==> src/rtl/mux_b_pipe.sv <==
// Registered operand-B source selector with a 2-entry skid buffer and valid/ready on both sides.
// Optional sticky out-of-range select flag is built only when MUX_B_SEL_ERR_EN is defined.
module mux_b_pipe #(
  parameter int WIDTH = 8,
  parameter int NSRC  = 4,
  parameter int SELW  = 2
) (
  input  logic                  clk,
  input  logic                  reset_n,
  input  logic                  flush,
  input  logic                  in_valid,
  output logic                  in_ready,
  input  logic [SELW-1:0]       sel,
  input  logic [NSRC*WIDTH-1:0] src_bus,
  output logic                  out_valid,
  input  logic                  out_ready,
  output logic [WIDTH-1:0]      out_data,
  output logic [SELW-1:0]       out_src,
  output logic                  sel_err,
  input  logic                  err_clr
);

  typedef enum logic [1:0] {
    EMPTY,
    ONE,
    FULL
  } state_e;

  state_e            state_q, state_d;
  logic [WIDTH-1:0]  main_data_q, main_data_d;
  logic [SELW-1:0]   main_src_q, main_src_d;
  logic [WIDTH-1:0]  skid_data_q, skid_data_d;
  logic [SELW-1:0]   skid_src_q, skid_src_d;
  logic              in_ready_q;
  logic              accept, pop;
  logic [WIDTH-1:0]  sel_data;
  logic [SELW-1:0]   sel_src;

  // Out-of-range selects fall through to source 0 because no loop index matches them.
  always_comb begin
    // NOTE: every always_comb output gets a default first so no path can infer a latch.
    sel_data = src_bus[WIDTH-1:0];
    sel_src  = '0;
    for (int k = 1; k < NSRC; k++) begin
      if (sel == SELW'(k)) begin
        sel_data = src_bus[k*WIDTH +: WIDTH];
        sel_src  = SELW'(k);
      end
    end
  end

  assign out_valid = (state_q != EMPTY);
  assign accept    = in_valid && in_ready_q;
  assign pop       = out_valid && out_ready;

  always_comb begin
    state_d     = state_q;
    main_data_d = main_data_q;
    main_src_d  = main_src_q;
    skid_data_d = skid_data_q;
    skid_src_d  = skid_src_q;
    if (flush) begin
      state_d = EMPTY;
    end else begin
      unique case (state_q)
        EMPTY: begin
          if (accept) begin
            main_data_d = sel_data;
            main_src_d  = sel_src;
            state_d     = ONE;
          end
        end
        ONE: begin
          if (accept && pop) begin
            main_data_d = sel_data;
            main_src_d  = sel_src;
          end else if (accept) begin
            skid_data_d = sel_data;
            skid_src_d  = sel_src;
            state_d     = FULL;
          end else if (pop) begin
            state_d = EMPTY;
          end
        end
        FULL: begin
          if (pop) begin
            main_data_d = skid_data_q;
            main_src_d  = skid_src_q;
            state_d     = ONE;
          end
        end
        default: state_d = EMPTY;
      endcase
    end
  end

  always_ff @(posedge clk or negedge reset_n) begin
    // NOTE: sequential state uses non-blocking assignments so every flop samples pre-edge values.
    if (!reset_n) begin
      state_q     <= EMPTY;
      main_data_q <= '0;
      main_src_q  <= '0;
      in_ready_q  <= 1'b1;
    end else begin
      state_q     <= state_d;
      main_data_q <= main_data_d;
      main_src_q  <= main_src_d;
      in_ready_q  <= (state_d != FULL);
    end
  end

  // NOTE: the skid entry is only read when FULL, so it carries no reset.
  always_ff @(posedge clk) begin
    skid_data_q <= skid_data_d;
    skid_src_q  <= skid_src_d;
  end

  assign in_ready = in_ready_q;
  assign out_data = main_data_q;
  assign out_src  = main_src_q;

`ifdef MUX_B_SEL_ERR_EN
  logic sel_err_q;
  logic sel_bad;

  assign sel_bad = (sel != sel_src);

  // A new out-of-range accept outranks a same-cycle clear.
  always_ff @(posedge clk or negedge reset_n) begin
    if (!reset_n) begin
      sel_err_q <= 1'b0;
    end else if (accept && sel_bad) begin
      sel_err_q <= 1'b1;
    end else if (err_clr) begin
      sel_err_q <= 1'b0;
    end
  end

  assign sel_err = sel_err_q;
`else
  logic unused_err_clr;
  assign unused_err_clr = err_clr;
  assign sel_err        = 1'b0;
`endif

endmodule

==> config.mk <==
export PLATFORM = sky130hd
export DESIGN_NAME = mux_b_pipe
export DESIGN_NICKNAME = d
export VERILOG_FILES = /design/src/rtl/mux_b_pipe.sv
export SDC_FILE = /design/constraint.sdc
export NUM_CORES = 1
export LEC_CHECK = 0
export ABC_CLOCK_PERIOD_IN_PS = 3090
export BUFFER_PORTS_ARGS = -buffer_cell sky130_fd_sc_hd__buf_4
export CAP_MARGIN = 5
export CORE_MARGIN = 2
export CORE_UTILIZATION = 52
export DETAILED_ROUTE_END_ITERATION = 10
export GPL_TIMING_DRIVEN = 0
export PLACE_DENSITY = 0.81
export SLEW_MARGIN = 20
export SYNTH_ARGS = -nofsm -noshare
export SYNTH_HDL_FRONTEND = slang
export SYNTH_SLANG_ARGS = --single-unit
==> constraint.sdc <==
create_clock -name clk -period 3.09 [get_ports clk]
set_input_delay 0.1545 -clock clk [delete_from_list [all_inputs] [get_ports clk]]
set_output_delay 0.1545 -clock clk [all_outputs]
set_load 0.005 [all_outputs]
==> impl_metrics.env <==
export IMPL_syn_nets=153
export IMPL_setup_violations=0
export IMPL_avgSynthCellArea_um2=12.5
export IMPL_hpwl_mm=2.40
export IMPL_worstPathArrival_ns=1.77
export IMPL_worstReg2RegStart="in_ready$_DFF_PN1_"
export IMPL_die_area_um2=3140
export IMPL_timing_final_crit_share_pct=50.2
export IMPL_critPathRequiredTime_ns=3.31
export IMPL_vias=1067
export IMPL_start_util_pct=55.9
export IMPL_clockBufferDepth=2
export IMPL_die_x_um=56.1
export IMPL_grt_ovfl_total=0
export IMPL_drtIter0Drc=19
export IMPL_critPathCapture="out_data[5]$_DFFE_PN0P_"
export IMPL_setup_ws_ns=1.54
export IMPL_routed_via_density=5.42
export IMPL_wl_mm=3.19
export IMPL_cts_htree_levels=1
export IMPL_maxSlewViolCount=0
export IMPL_coreArea_um2=2520
export IMPL_clk_latency_ns=0.31
export IMPL_drive_above_1_share_pct=51.5
export IMPL_root_buffer="clkbuf_4"
export IMPL_grt_use_total_pct=21.8
export IMPL_rows=18
export IMPL_ctsResizeCount=0
export IMPL_cellPowerDensity_nw_per_um2=416
export IMPL_placed_area_um2=1820
export IMPL_finalSetupTns_ns=0
export IMPL_diodes=0
export IMPL_drc=0
export IMPL_cts_tree="done"
export IMPL_grt_pass1_vias=1104
export IMPL_mostFrequentLayoutCells="buf_4 (52), mux2i_1 (24), dfrtp_1 (12)"
export IMPL_die_h_um=56.1
export IMPL_r2r_worst_path_cells=4
export IMPL_area_growth_pct=31.8
export IMPL_ir_worst_vdd_uv=361
export IMPL_max_clock_freq_mhz=645
export IMPL_setup_worst_path_start="in_ready$_DFF_PN1_"
export IMPL_cts_setup_buffers=0
export IMPL_utilization_pct=73.7
export IMPL_final_antenna_net_count=0
export IMPL_pre_cts_slack_ns=1.56
export IMPL_grt_max_degree=14
export IMPL_syn_cell_area_um2=1410
export IMPL_path_class="reg2reg"
export IMPL_clk_pin_slew_ns=0.14
export IMPL_io_buffers=48
export IMPL_design_area_um2=1860
export IMPL_grt_pass1_wl_mm=5.29
export IMPL_antenna_found_initial=0
export IMPL_timing_final_hold_violations=0
export IMPL_wl_per_cell_um=16.2
export IMPL_status="completed"
export IMPL_yosysSeqAreaShare_pct=44.5
export IMPL_numCtsBuffers=3
export IMPL_firstDrtPassIters=3
export IMPL_yosysWarnings=0
export IMPL_maxCapViolCount=0
export IMPL_cp_start_kind="flop"
export IMPL_worstReg2RegEnd="out_data[5]$_DFFE_PN0P_"
export IMPL_clock_sinks=23
export IMPL_syn_inst=113
export IMPL_final_min_clock_period_ns=1.55
export IMPL_worst_path_max_fanout=10
export IMPL_ys_ff_latch=23
export IMPL_finalClockSkew_ns=0.00160
export IMPL_final_common_cell="buf_4"
export IMPL_rrSetupSlack_ns=1.54
export IMPL_io_pins=53
export IMPL_cp_end_kind="flop"
export IMPL_hold_class="in2reg"
export IMPL_num_nets_final=208
export IMPL_p_leak_nw=0.911
export IMPL_gp_congestion=0.806
export IMPL_rsz0062_at_grt="false"
export IMPL_ys_types=28
-- cell families after synthesis --
logic type,Yosys count,share of synthesized area [%]
and+or+nand+nor,33,14.1
muxes,34,27.7
other,1,0.266
DFF,23,44.5
AOI/OAI and AO/OA,11,7.10
buffers and inverters,10,5.77
xor gates and xnor gates,1,0.621
-- timing repair --
| action | in CTS | in global routing |
|---|---|---|
| endpoints found under the setup margin | 0 | 0 |
| hold buffers | 1 | 0 |
| hold endpoints to repair | 13 | 0 |
-- where the power goes --
part | leakage, nW | internal (W) | total (W) | switching (W)
sequential | 0.242 | 0.000358 | 0.000383 | 0.0000246
clock | 0.0177 | 0.0000484 | 0.000146 | 0.0000975
combinational | 0.651 | 0.000158 | 0.000245 | 0.0000873
-- worst min path at each step --
stage	start	to	slack, ns	depth (start not counted)
floorplan	reset_n	out_data[0]$_DFFE_PN0P_	-0.14	0
global placement	reset_n	out_data[5]$_DFFE_PN0P_	0.01	1
CTS	flush	state_q[0]$_DFF_PN0_	0.06	2
global route	flush	state_q[0]$_DFF_PN0_	0.05	2
finish	flush	state_q[0]$_DFF_PN0_	0.07	2
detailed placement	reset_n	out_src[1]$_DFFE_PN0P_	0.01	1
-- layer usage --
layer	global-route usage, %	up-vias	wire length (um)
met5	0	-	0
met4	7.82	0	54
met3	3.95	6	135
met2	38.3	34	1670
met1	26.4	511	1340
li1	-	516	-
-- layout make-up --
cell class,instances,area (um^2)
clock buffer,3,22.5
multi-input combinational,80,707
clock inverter,1,5.00
timing repair buffer,50,378
buffer,9,77.6
tap,30,37.5
fill,179,664
inverter,1,3.75
sequential,23,627
-- per-stage QoR --
stage | std cells | hold slack [ns] | power, W
floorplan | 113 | -0.141 | 0.000513
global placement | 191 | 0.0117 | 0.000623
detailed placement | 192 | 0.0128 | 0.000634
CTS | 197 | 0.0622 | 0.000777
global route | 197 | 0.0480 | 0.000809
finish | 197 | 0.0669 | 0.000774
-- Yosys cell counts --
cell       count  area share, %
nand2_1        8            2.1
and3_2         7            3.7
and3_1         1           0.44
and3b_4        1           0.89
nor2_2         1           0.44
buf_2          1           0.35
clkbuf_1       2           0.53
nor2b_4        1           0.98
nand2b_1       2           0.89
a2bb2oi_1      1           0.62
dfrtp_1       12             21
dfstp_2        1            1.9
a211o_2        1           0.71
conb_1         1           0.27
buf_6          2            1.6
a22oi_4        1            1.5
xnor2_1        1           0.62
buf_4          3            1.6
or2_2          1           0.44
buf_12         1            1.4
mux2_4        10             11
nor3_1         1           0.35
mux2i_1       24             17
a211oi_1       8            4.3
nor2_8         1            1.4
edfxtp_1      10             21
inv_1          1           0.27
nor2_1         9            2.4
-- critical path: stages (launching register included) --
cell and delay (ns):
dfstp_2 0.56, and3b_4 0.21, a22oi_4 0.07, nor2_8 0.26
mux2_4 0.34
-- sequential cells by signal, indices dropped and copies added, names as in the netlist --
name         count
skid_src_q       2
skid_data_q      8
state_q          2
out_data         8
in_ready         1
out_src          2
Note: power is estimated with default switching activity, not from simulation.
